**src/rtl/mem_ctrl.sv**
```systemverilog
// Memory controller: routes datapath accesses to an external SRAM (with an ack
// timeout) or to memory-mapped keyboard/display registers at xFE00-xFE07.
module mem_ctrl #(
   parameter int TIMEOUT = 64
) (
   input  logic        clk,
   input  logic        reset,
   input  logic [15:0] MAR,
   input  logic [15:0] MDR,
   input  logic        memEN,
   input  logic        memWE,
   output logic [15:0] mem_data,
   output logic        memR,
   output logic [15:0] sram_addr,
   output logic [15:0] sram_wdata,
   output logic        sram_req,
   output logic        sram_we,
   input  logic [15:0] sram_rdata,
   input  logic        sram_ack,
   input  logic [7:0]  kb_data,
   input  logic        kb_valid,
   output logic [7:0]  disp_data,
   output logic        disp_valid,
   input  logic        disp_ready,
   output logic        bus_err,
   output logic [1:0]  fsm_state
);

   localparam logic [1:0] IDLE = 2'd0;
   localparam logic [1:0] SRAM = 2'd1;
   localparam logic [1:0] IO   = 2'd2;
   localparam logic [1:0] DONE = 2'd3;

   localparam int CW = (TIMEOUT > 1) ? $clog2(TIMEOUT) : 1;
   localparam logic [CW-1:0] LAST = CW'(TIMEOUT - 1);

   // Handshake: memEN is held by the control unit until memR, which pulses for
   // exactly one cycle; the display side is valid/ready, transfer on valid&ready.
   logic [1:0]    state;
   logic [15:0]   addr_q;
   logic [15:0]   wdata_q;
   logic          we_q;
   logic [CW-1:0] wait_cnt;
   logic          kb_ready;
   logic [7:0]    kbdr;
   logic          is_io;
   logic          kbdr_rd_done;
   logic          ddr_wr;
   logic [15:0]   io_rdata;

   assign fsm_state  = state;
   assign sram_addr  = addr_q;
   assign sram_wdata = wdata_q;
   assign is_io      = (MAR[15:3] == 13'h1FC0);

   assign kbdr_rd_done = (state == IO) && !we_q && (addr_q[2:0] == 3'd2);
   assign ddr_wr       = (state == IO) && we_q && (addr_q[2:0] == 3'd6);

   always_comb begin
      io_rdata = 16'h0000;
      case (addr_q[2:0])
         3'd0:    io_rdata = {kb_ready, 15'b0};
         3'd2:    io_rdata = {8'h00, kbdr};
         3'd4:    io_rdata = {~disp_valid, 15'b0};
         default: io_rdata = 16'h0000;
      endcase
   end

   always_ff @(posedge clk or negedge reset) begin
      if (!reset) begin
         state    <= IDLE;
         addr_q   <= 16'h0000;
         wdata_q  <= 16'h0000;
         we_q     <= 1'b0;
         wait_cnt <= '0;
         mem_data <= 16'h0000;
         memR     <= 1'b0;
         sram_req <= 1'b0;
         sram_we  <= 1'b0;
         bus_err  <= 1'b0;
      end else begin
         case (state)
            IDLE: begin
               if (memEN) begin
                  addr_q   <= MAR;
                  wdata_q  <= MDR;
                  we_q     <= memWE;
                  wait_cnt <= '0;
                  if (is_io) begin
                     state <= IO;
                  end else begin
                     state    <= SRAM;
                     sram_req <= 1'b1;
                     sram_we  <= memWE;
                  end
               end
            end
            SRAM: begin
               if (sram_ack) begin
                  if (!we_q) mem_data <= sram_rdata;
                  sram_req <= 1'b0;
                  sram_we  <= 1'b0;
                  memR     <= 1'b1;
                  state    <= DONE;
               end else if (wait_cnt == LAST) begin
                  // No ack in time: abort with a recognisable poison value.
                  if (!we_q) mem_data <= 16'hDEAD;
                  sram_req <= 1'b0;
                  sram_we  <= 1'b0;
                  bus_err  <= 1'b1;
                  memR     <= 1'b1;
                  state    <= DONE;
               end else begin
                  wait_cnt <= wait_cnt + 1'b1;
               end
            end
            IO: begin
               if (!we_q) mem_data <= io_rdata;
               memR  <= 1'b1;
               state <= DONE;
            end
            default: begin
               memR  <= 1'b0;
               state <= IDLE;
            end
         endcase
      end
   end

   // A new keystroke beats the clear from a concurrent KBDR read.
   always_ff @(posedge clk or negedge reset) begin
      if (!reset) begin
         kb_ready <= 1'b0;
         kbdr     <= 8'h00;
      end else if (kb_valid) begin
         kbdr     <= kb_data;
         kb_ready <= 1'b1;
      end else if (kbdr_rd_done) begin
         kb_ready <= 1'b0;
      end
   end

   // A DDR write arriving while a character is still pending is dropped.
   always_ff @(posedge clk or negedge reset) begin
      if (!reset) begin
         disp_valid <= 1'b0;
         disp_data  <= 8'h00;
      end else if (disp_valid && disp_ready) begin
         disp_valid <= 1'b0;
      end else if (ddr_wr && !disp_valid) begin
         disp_valid <= 1'b1;
         disp_data  <= wdata_q[7:0];
      end
   end

endmodule

```
**config.mk**
```make
export PLATFORM = sky130hd
export DESIGN_NAME = mem_ctrl
export DESIGN_NICKNAME = d
export VERILOG_FILES = /design/src/rtl/mem_ctrl.sv
export SDC_FILE = /design/constraint.sdc
export NUM_CORES = 1
export LEC_CHECK = 0
export ABC_AREA = 1
export ABC_CLOCK_PERIOD_IN_PS = 2200
export CAP_MARGIN = 40
export CORE_ASPECT_RATIO = 0.6
export CORE_MARGIN = 2
export CORE_UTILIZATION = 42
export CTS_CLUSTER_DIAMETER = 60
export DETAILED_ROUTE_END_ITERATION = 8
export DONT_BUFFER_PORTS = 1
export PLACE_DENSITY = 0.61
export SETUP_SLACK_MARGIN = 0.1
export SYNTH_ARGS = -nofsm -noshare
export SYNTH_HDL_FRONTEND = slang
export SYNTH_SLANG_ARGS = --single-unit
```
**constraint.sdc**
```tcl
create_clock -name clk -period 2.2 [get_ports clk]
set_clock_uncertainty 0.05 [all_clocks]
set_input_delay 0.22 -clock clk [delete_from_list [all_inputs] [get_ports clk]]
set_output_delay 0.22 -clock clk [all_outputs]
set_load 0.1 [all_outputs]
```
== Yosys cells after proc, flatten, opt, wreduce, memory -nomap -nowiden ==
Cells that the tools add are included.

* Word-level logic and storage cells: 86
* Bits in registers: 79
* Output and inout bits: 63

* Bitwise gates (word level): 4
* Reduce and logical (&&, ||, !) cells: 22
* Multiplexer cells: 31
* Eq/ne operators: 14
* $add $sub $neg: 1

{| class="wikitable"
|+ Operators with widths
! kind !! number
|-
| 16-bit two-way mux || 5
|-
| 16-bit one-hot mux with 3 select lines || 1
|-
| 16-bit one-hot mux with 2 select lines || 1
|-
| 6-bit two-way mux || 3
|-
| 13-bit equality test (second input constant) || 1
|-
| 1-bit two-way mux || 12
|-
| 2-bit inequality test (second input constant) || 6
|-
| 6-bit one-hot mux with 2 select lines || 1
|-
| 4-bit AND reduction || 3
|-
| 2-bit two-way mux || 4
|-
| 2-bit AND reduction || 4
|-
| 2-bit nonzero test || 4
|-
| 6-bit by 1-bit adder with 6-bit output (second input constant) || 1
|-
| 3-bit equality test (second input constant) || 2
|-
| 6-bit equality test (second input constant) || 1
|-
| 1-bit logical AND || 6
|-
| 2-bit one-hot mux with 3 select lines || 1
|-
| 1-bit inverter || 4
|-
| 1-bit one-hot mux with 2 select lines || 2
|-
| 3-bit by 2-bit equality test with 1-bit output (second input constant) || 1
|-
| 3-bit logical NOT || 1
|-
| 3-bit inequality test (second input constant) || 1
|-
| 1-bit one-hot mux with 3 select lines || 1
|-
| 3-bit AND reduction || 1
|-
| 4 further kinds || 5
|}

== Logic depth before layout (Yosys ltp) ==
Gate-level depths: netlist of the first run.

* Word-level depth: 6
* Mapped depth: 9

== Worst setup path after synthesis of the first run ==
Ideal clock, no wire load.

* Path kind: reg-to-reg
* From: register state[0], in the netlist fsm_state[0]
* To: register addr_q[10], in the netlist sram_addr[10]
* Slack: -0.071 ns
* Arrival time: 2.096 ns
* Library setup time: 0.125 ns
* Required time: 2.025 ns
* Buffers on the path: 2
* Cell stages (with the launch flop): 7
* Path through: dfrtp_1 -> inv_1 -> ha_1 -> nand2_2 -> buf_6 -> buf_6 -> mux2_4

* Cells in the longest elaborated chain, start to end: 2

{| class="wikitable"
|+ Ends and longest elaborated chain
! item !! line !! text
|-
| start, declared || 39 || <nowiki>logic [1:0] state;</nowiki>
|-
| start signal, assigned || 71 || <nowiki>state <= IDLE;</nowiki>
|-
| start signal, assigned || 90 || <nowiki>state <= IO;</nowiki>
|-
| start signal, assigned || 92 || <nowiki>state <= SRAM;</nowiki>
|-
| 2-bit logical NOT || 82 || <nowiki>case (state)</nowiki>
|-
| 2-bit AND reduction (no source line) || n/a ||
|-
| end signal, assigned || 72 || <nowiki>addr_q <= 16'h0000;</nowiki>
|-
| end signal, assigned || 85 || <nowiki>addr_q <= MAR;</nowiki>
|-
| end, declared || 40 || <nowiki>logic [15:0] addr_q;</nowiki>
|}

No other way between the ends.
A chain may end at the register's enable or synchronous reset.

== Worst setup path in the final report of the first run ==
* From: register state[1], in the netlist fsm_state[1]
* To: register mem_data[15]

* Cells in the longest elaborated chain, start to end: 3

{| class="wikitable"
|+ Ends and longest elaborated chain
! item !! line !! text
|-
| 2-bit by 1-bit equality test with 1-bit output or 2-bit equality test (tied branches) || 82 ||
|-
| 3-bit inequality test (no source line) (tied with other cells) || n/a ||
|-
| 4-bit AND reduction (no source line) || n/a ||
|-
| end signal, assigned || 100 || <nowiki>if (!we_q) mem_data <= sram_rdata;</nowiki>
|-
| end signal, assigned || 118 || <nowiki>if (!we_q) mem_data <= io_rdata;</nowiki>
|-
| end, declared || 12 || <nowiki>output logic [15:0] mem_data,</nowiki>
|}

Several ways; a longest one is shown, not always the timed one.

==> results of run 1 <==
[registers in the layout, summed over array words and instances, names as in the netlist]
signal      flops
mem_data       16
sram_addr      16
sram_wdata     16
disp_data       8
kbdr            8
wait_cnt        6
fsm_state       2
bus_err         1
disp_valid      1
kb_ready        1
memR            1
sram_req        1
sram_we         1
we_q            1
[logic make-up after synthesis]
group	after synthesis	synth area share [%]
buffers and inverters	39	5.07
AOI/OAI and AO/OA	52	8.69
xor gates and xnor gates	1	0.248
and+or+nand+nor	154	18.2
adders and majority gates	5	1.77
DFF	79	56.0
muxes	28	10.0
[final cells by class]
class,instances,area [µm²]
well taps,108,135
clock inverters,5,58.8
multi-input cells,240,1370
repair buffers,98,1230
inverters,30,113
fillers,668,2890
flip-flops and latches,79,1980
clock buffers,10,229
[worst max-delay path: cells and delay by family, from the launching register on]
kind / cells / cell delay [ns]
DFF: 1 / 0.41
adders and majority gates: 1 / 0.28
and+or+nand+nor: 5 / 0.61
buffers and inverters: 3 / 0.33
[cells in the final DEF, fill, tap and decap left out, types with 2 or more instances in the layout]
cell type | synthesis | final
a21oi_1 | 2 | 2
buf_16 | 0 | 19
buf_4 | 0 | 37
clkbuf_16 | 0 | 9
clkinvlp_4 | 0 | 2
dfrtp_1 | 79 | 77
dfrtp_2 | 0 | 2
dlygate4sd3_1 | 0 | 41
ha_1 | 5 | 5
inv_1 | 28 | 28
inv_2 | 2 | 2
mux2_2 | 18 | 18
mux2_4 | 10 | 10
nand2_1 | 120 | 120
nand2_2 | 2 | 2
nand2_4 | 3 | 3
nand3_1 | 8 | 8
nor2_1 | 15 | 15
nor2_4 | 2 | 2
o21ai_0 | 38 | 38
o21ai_2 | 8 | 8
or2_2 | 2 | 2
[final timing paths]
path / from / end / slack (ns)
setup reg to reg: fsm_state[1] / mem_data[15] / 0.40
hold reg to reg: mem_data[15] / mem_data[15] / 0.43
hold / removal: reset / mem_data[3] / -0.47
max in group asynchronous: reset / sram_addr[2] / 2.44
setup / recovery: fsm_state[1] / mem_data[15] / 0.40
min in group clk: MAR[4] / sram_addr[4] / 0.01
[through the flow]
| stage | utilization (%) | instances | worst slack, ns | cell area (µm²) | hold WS, ns |
|---|---|---|---|---|---|
| 6_report | 63.9 | 570 | 0.400 | 5120 | -0.467 |
| 3_3_place_gp | 48.7 | 495 | 0.454 | 3900 | -0.124 |
| 2_1_floorplan | - | 358 | 0.241 | 3530 | -0.126 |
| 4_1_cts | 62.2 | 565 | 0.405 | 4980 | -0.483 |
| 3_5_place_dp | 53.5 | 509 | 0.421 | 4280 | -0.124 |
| 5_1_grt | 63.9 | 570 | 0.191 | 5120 | -0.491 |
[routing by layer]
layer	track usage, %	up-vias	routed length (µm)
li1	-	1350	-
met1	25.5	1260	3840
met2	32.1	84	4020
met3	9.32	8	741
met4	5.62	0	95
met5	0	-	0
==> summary.txt, run 1 <==
Clocking
  • Max clock buf depth: 2
  • TritonCTS clock tree: built
  • H-tree Lvls: 3
  • Root buffer cell: clkbuf_16
  • Total CTS buffers: 9
  • Post-CTS sizing: 0
  • Clock latency on the worst-skew pair: approximately 0.33 ns
  • Clk slew on worst S/H paths: 0.06 ns
  • Clk sinks: roughly 80
  • Postcts setup bufs: 0
  • Hold_buf cts: between 40 and 50

Floorplanning
  • Die area: ~9200 µm²
  • # IOs: 126
  • Die Height: 75.0 µm
  • Rows: 25
  • Initial Util: between 40% and 50%
  • Core Area: around 8000 µm²
  • Die X-Extent: ~120 µm

Global route
  • Largest net degree at the start of global routing: 80
  • First-pass GRT wire length: 14.0 mm
  • Vias in the first global route: approximately 2800
  • Initial antenna violation count: 0
  • Total gr overflow: 0
  • Total track usage: 20.3%

Placement
  • GPL Wtd Cong: 0.777
  • Port Buffers: 0
  • DP Wirelength: between 5 and 6 mm

Yosys
  • Post-Syn Instances: 358
  • Netlist cell types: 26
  • #FFs+latches synth: between 70 and 80
  • Top-count cell post-synth: nand2_1
  • Post-synth EDFFs: 0
  • Post-synth top area cell: dfrtp_1
  • Post-Syn Area: about 3500 µm²
  • Commonest cells in the netlist: 120 x nand2_1, 79 x dfrtp_1, 38 x o21ai_0
  • Syn Area/Cell: 9.86 µm²
  • Top-area cell type share of the netlist area: between 50 and 60%
  • Net Count, Synth: roughly 430
  • Sequential area share after synthesis: 56.0%
  • Synth Flop Type: dfrtp_1
  • Yosys warning count: 0
  • Fraction of registers with async set or reset after synthesis: 100%
  • Synth top area cells: dfrtp_1 56%, nand2_1 13%, mux2_2 5.7%

Timing
  • Hold slack: -0.467 ns
  • Fin Setup TNS: 0 ns
  • Setup violators final: 0
  • Period utilization: between 80% and 90%
  • RSZ-0062 raised after global routing: no
  • Crit path time final: around 1.8 ns
  • Worst-Margin Slew: approximately 0.9 ns
  • Relative slew slack: approximately two fifths
  • Max-slew violations: 0
  • Final Hold Viols: 79
  • Fmax: around 560 MHz

Drt
  • Via/cell ratio: ~4.7
  • DRT Pass-1 Iters: 4
  • Drt wl/cell: approximately 15 µm
  • Final WL: 8.70 mm
  • Detail Route Antenna Nets: 0
  • DRC: 0
  • Initial drt markers: about 170
  • Via count: between 2000 and 3000

Cells and area
  • Nets: ~530
  • Layout cell share with drive strength beyond 1: a little over a quarter
  • Area growth syn-to-layout: 45.1%
  • # diodes: 0

Outcome
  • Outcome: finished with violations
  • Violated checks: hold timing

Critical path
  • Max FO, Critical Path: 24
  • Worst-path cell chain: inv_1 > ha_1 > inv_2 > nor2_4 > nand2_4 > nand2_4 > inv_2 > nand2_1 > nand2_1
  • Critical path type: reg2reg
  • Crit path max-delay cell type: dfrtp_2
  • CP startpoint kind: flop
  • Slowest stage delay, CP: ~0.41 ns
  • Arr. time, crit path: 1.98 ns
  • R2R depth: 9
  • Crit end category: flop
  • Required @ worst endpoint: between 2 and 2.5 ns

Run
  • Max Cap Viol: 0

Worst hold path
  • Worst hold path class: in2async
Power of run 1 is left out: the tool's default activity adds up to more than one toggle a clock period on the data nets, which glitch-free logic cannot reach.
==> inputs of run 2 (changes only) <==
--- a/config.mk
+++ b/config.mk
@@ -6,7 +6,7 @@
 export NUM_CORES = 1
 export LEC_CHECK = 0
 export ABC_AREA = 1
-export ABC_CLOCK_PERIOD_IN_PS = 2200
+export ABC_CLOCK_PERIOD_IN_PS = 1500
 export CAP_MARGIN = 40
 export CORE_ASPECT_RATIO = 0.6
 export CORE_MARGIN = 2
@@ -14,7 +14,7 @@
 export CTS_CLUSTER_DIAMETER = 60
 export DETAILED_ROUTE_END_ITERATION = 8
 export DONT_BUFFER_PORTS = 1
-export PLACE_DENSITY = 0.61
+export PLACE_DENSITY = 0.64
 export SETUP_SLACK_MARGIN = 0.1
 export SYNTH_ARGS = -nofsm -noshare
 export SYNTH_HDL_FRONTEND = slang
==> constraint.sdc (replaced) <==
create_clock -name clk -period 1.5 [get_ports clk]
set_clock_uncertainty 0.05 [all_clocks]
set_input_delay 0.15 -clock clk [delete_from_list [all_inputs] [get_ports clk]]
set_output_delay 0.15 -clock clk [all_outputs]
set_load 0.1 [all_outputs]
==> run 2 against run 1 <==
  * The run ends with hold timing, setup timing left
  * Setup slack got worse by 0.47 ns
  * Via count increased by 12%
  * Global-route usage increased by 2.3 points
  * Utilization increased by 7.9 points
  * Design area increased by 12%
  * Maximum frequency increased by 15%
  * Sequential cell count unchanged
==> summary.txt, run 2 (synthesis gave the netlist of run 1 again) <==
Placement
  • Placed Cells: approximately 540
  • GPL Wtd Cong: ~0.81
  • DP Wirelength: between 6 and 7 mm
  • Port Buffers: 0

Floorplanning
  • Die X-Extent: about 120 µm
  • Rows: 25
  • Initial Util: between 40% and 50%
  • Die area: just over 9000 µm²
  • Die Height: 75.0 µm
  • Core Area: 8010 µm²
  • # IOs: 126

Cells and area
  • Most frequent cells in the layout: 89 x nand2_1, 75 x buf_4, 73 x dfrtp_1
  • Layout Cells excl Fill: 620
  • # diodes: 0
  • Layout cell share with drive strength beyond 1: ~43%
  • Most common cell after layout, fill and taps aside: nand2_1
  • Nets: ~580
  • Fillers: roughly 560
  • Area growth syn-to-layout: 62.9%

Global route
  • Largest net degree at the start of global routing: 80
  • Total gr overflow: 0
  • Vias in the first global route: 3169
  • First-pass GRT wire length: approximately 16 mm
  • Total track usage: approximately 23%
  • Initial antenna violation count: 0

Clocking
  • Clk slew on worst S/H paths: approximately 0.060 ns
  • Root buffer cell: clkbuf_16
  • Clk sinks: 79
  • H-tree Lvls: 3
  • TritonCTS clock tree: built
  • Clock latency on the worst-skew pair: roughly 0.34 ns
  • Total CTS buffers: 9
  • Max clock buf depth: 2

Critical path
  • CP startpoint kind: flop
  • Flop2flop setup slack: -0.07 ns
  • Arr. time, crit path: 1.75 ns
  • Max FO, Critical Path: 8
  • Reg2Reg Launch Point: fsm_state[0]
  • FF-to-FF End: mem_data[0]
  • Crit end category: flop
  • R2R depth: 9
  • Critical path type: reg2reg
  • Required @ worst endpoint: roughly 1.7 ns

Timing
  • Setup violators final: 35
  • Worst Setup Slack, final: -0.0674 ns
  • Relative slew slack: between 60% and 70%
  • Fmax: roughly 640 MHz
  • Worst-Margin Slew: between 0.5 and 0.6 ns
  • Max-slew violations: 0
  • Final Hold Viols: 79
  • Period utilization: 104%
  • Crit path time final: 1.57 ns
  • RSZ-0062 raised after global routing: yes
  • Hold slack: -0.543 ns

Worst hold path
  • Worst hold path class: in2async

Drt
  • Via count: between 3000 and 4000
  • DRC: 0
  • Final WL: approximately 10 mm
  • Detail Route Antenna Nets: 0
  • Initial drt markers: around 160
  • Drt wl/cell: 16.2 µm
  • Via/cell ratio: around 4.9
  • DRT Pass-1 Iters: 4

Outcome
  • Violated checks: hold timing, setup timing
  • Outcome: finished with violations

Run
  • Max Cap Viol: 0
==> run 2: cell count changes in the layout (fill, tap and decap cells not counted), moves of 17 or more <==
cell     change
nand2_2     +19
nand2_1     -31
mux2_2      -18
buf_16      -17
mux2_4      +18
buf_4       +38
==> run 2: what timing repair did <==
action	4_1_cts	5_1_grt
setup endpoints to repair	68	71
buffers inserted	7	3
pin swaps	13	19
hold endpoints to repair	126	80
hold buffers	47	1
gates resized for setup	57	67
gates cloned	3	2
==> run 2: final cells by class <==
type                    count  area (µm²)  share of cell area, %
inverters                  30         135                   2.35
repair buffers            146        1400                   24.3
flip-flops and latches     79        1990                   34.6
clock buffers               9         225                   3.92
clock inverters             7         119                   2.07
well taps                 108         135                   2.35
multi-input cells         241        1750                   30.4
==> run 2: routing by layer <==
layer	global-route usage [%]	part of all wire, %
met1	29.2	43
met2	36.7	48
met3	7.58	7.5
met4	7.28	1.1
met5	0	0
==> run 2: worst max path at each step <==
stage | depth (start not counted) | from | end
global route | 8 | fsm_state[0] | mem_data[0]
global placement | 8 | fsm_state[1] | sram_req
CTS | 10 | fsm_state[1] | memR
floorplan | 8 | fsm_state[0] | mem_data[11]
finish | 9 | fsm_state[0] | mem_data[0]
detailed placement | 8 | fsm_state[0] | mem_data[11]
==> run 2: stage by stage <==
stage | setup WS (ns) | setup TNS [ns] | util, % | area, µm² | hold WS (ns)
after floorplan | -0.204 | -9.08 | - | 3590 | -0.196
after global placement | -0.0148 | -0.0572 | 54.4 | 4350 | -0.194
after detailed placement | -0.0534 | -0.628 | 54.4 | 4350 | -0.194
after CTS | -0.0473 | -0.578 | 68.4 | 5480 | -0.552
after global routing | -0.153 | -3.74 | 71.8 | 5750 | -0.560
final | -0.0674 | -1.09 | 71.8 | 5750 | -0.543
==> run 2: critical path, cell delays in order, from the launching register on <==
cell and delay (ns):
dfrtp_4 0.50, buf_12 0.14, ha_4 0.17, inv_6 0.08
nor2_4 0.05, nand2_4 0.10, nand2_8 0.09, buf_12 0.17
nand2_2 0.06, nand2_2 0.05
Power of run 2 is left out for the same reason.
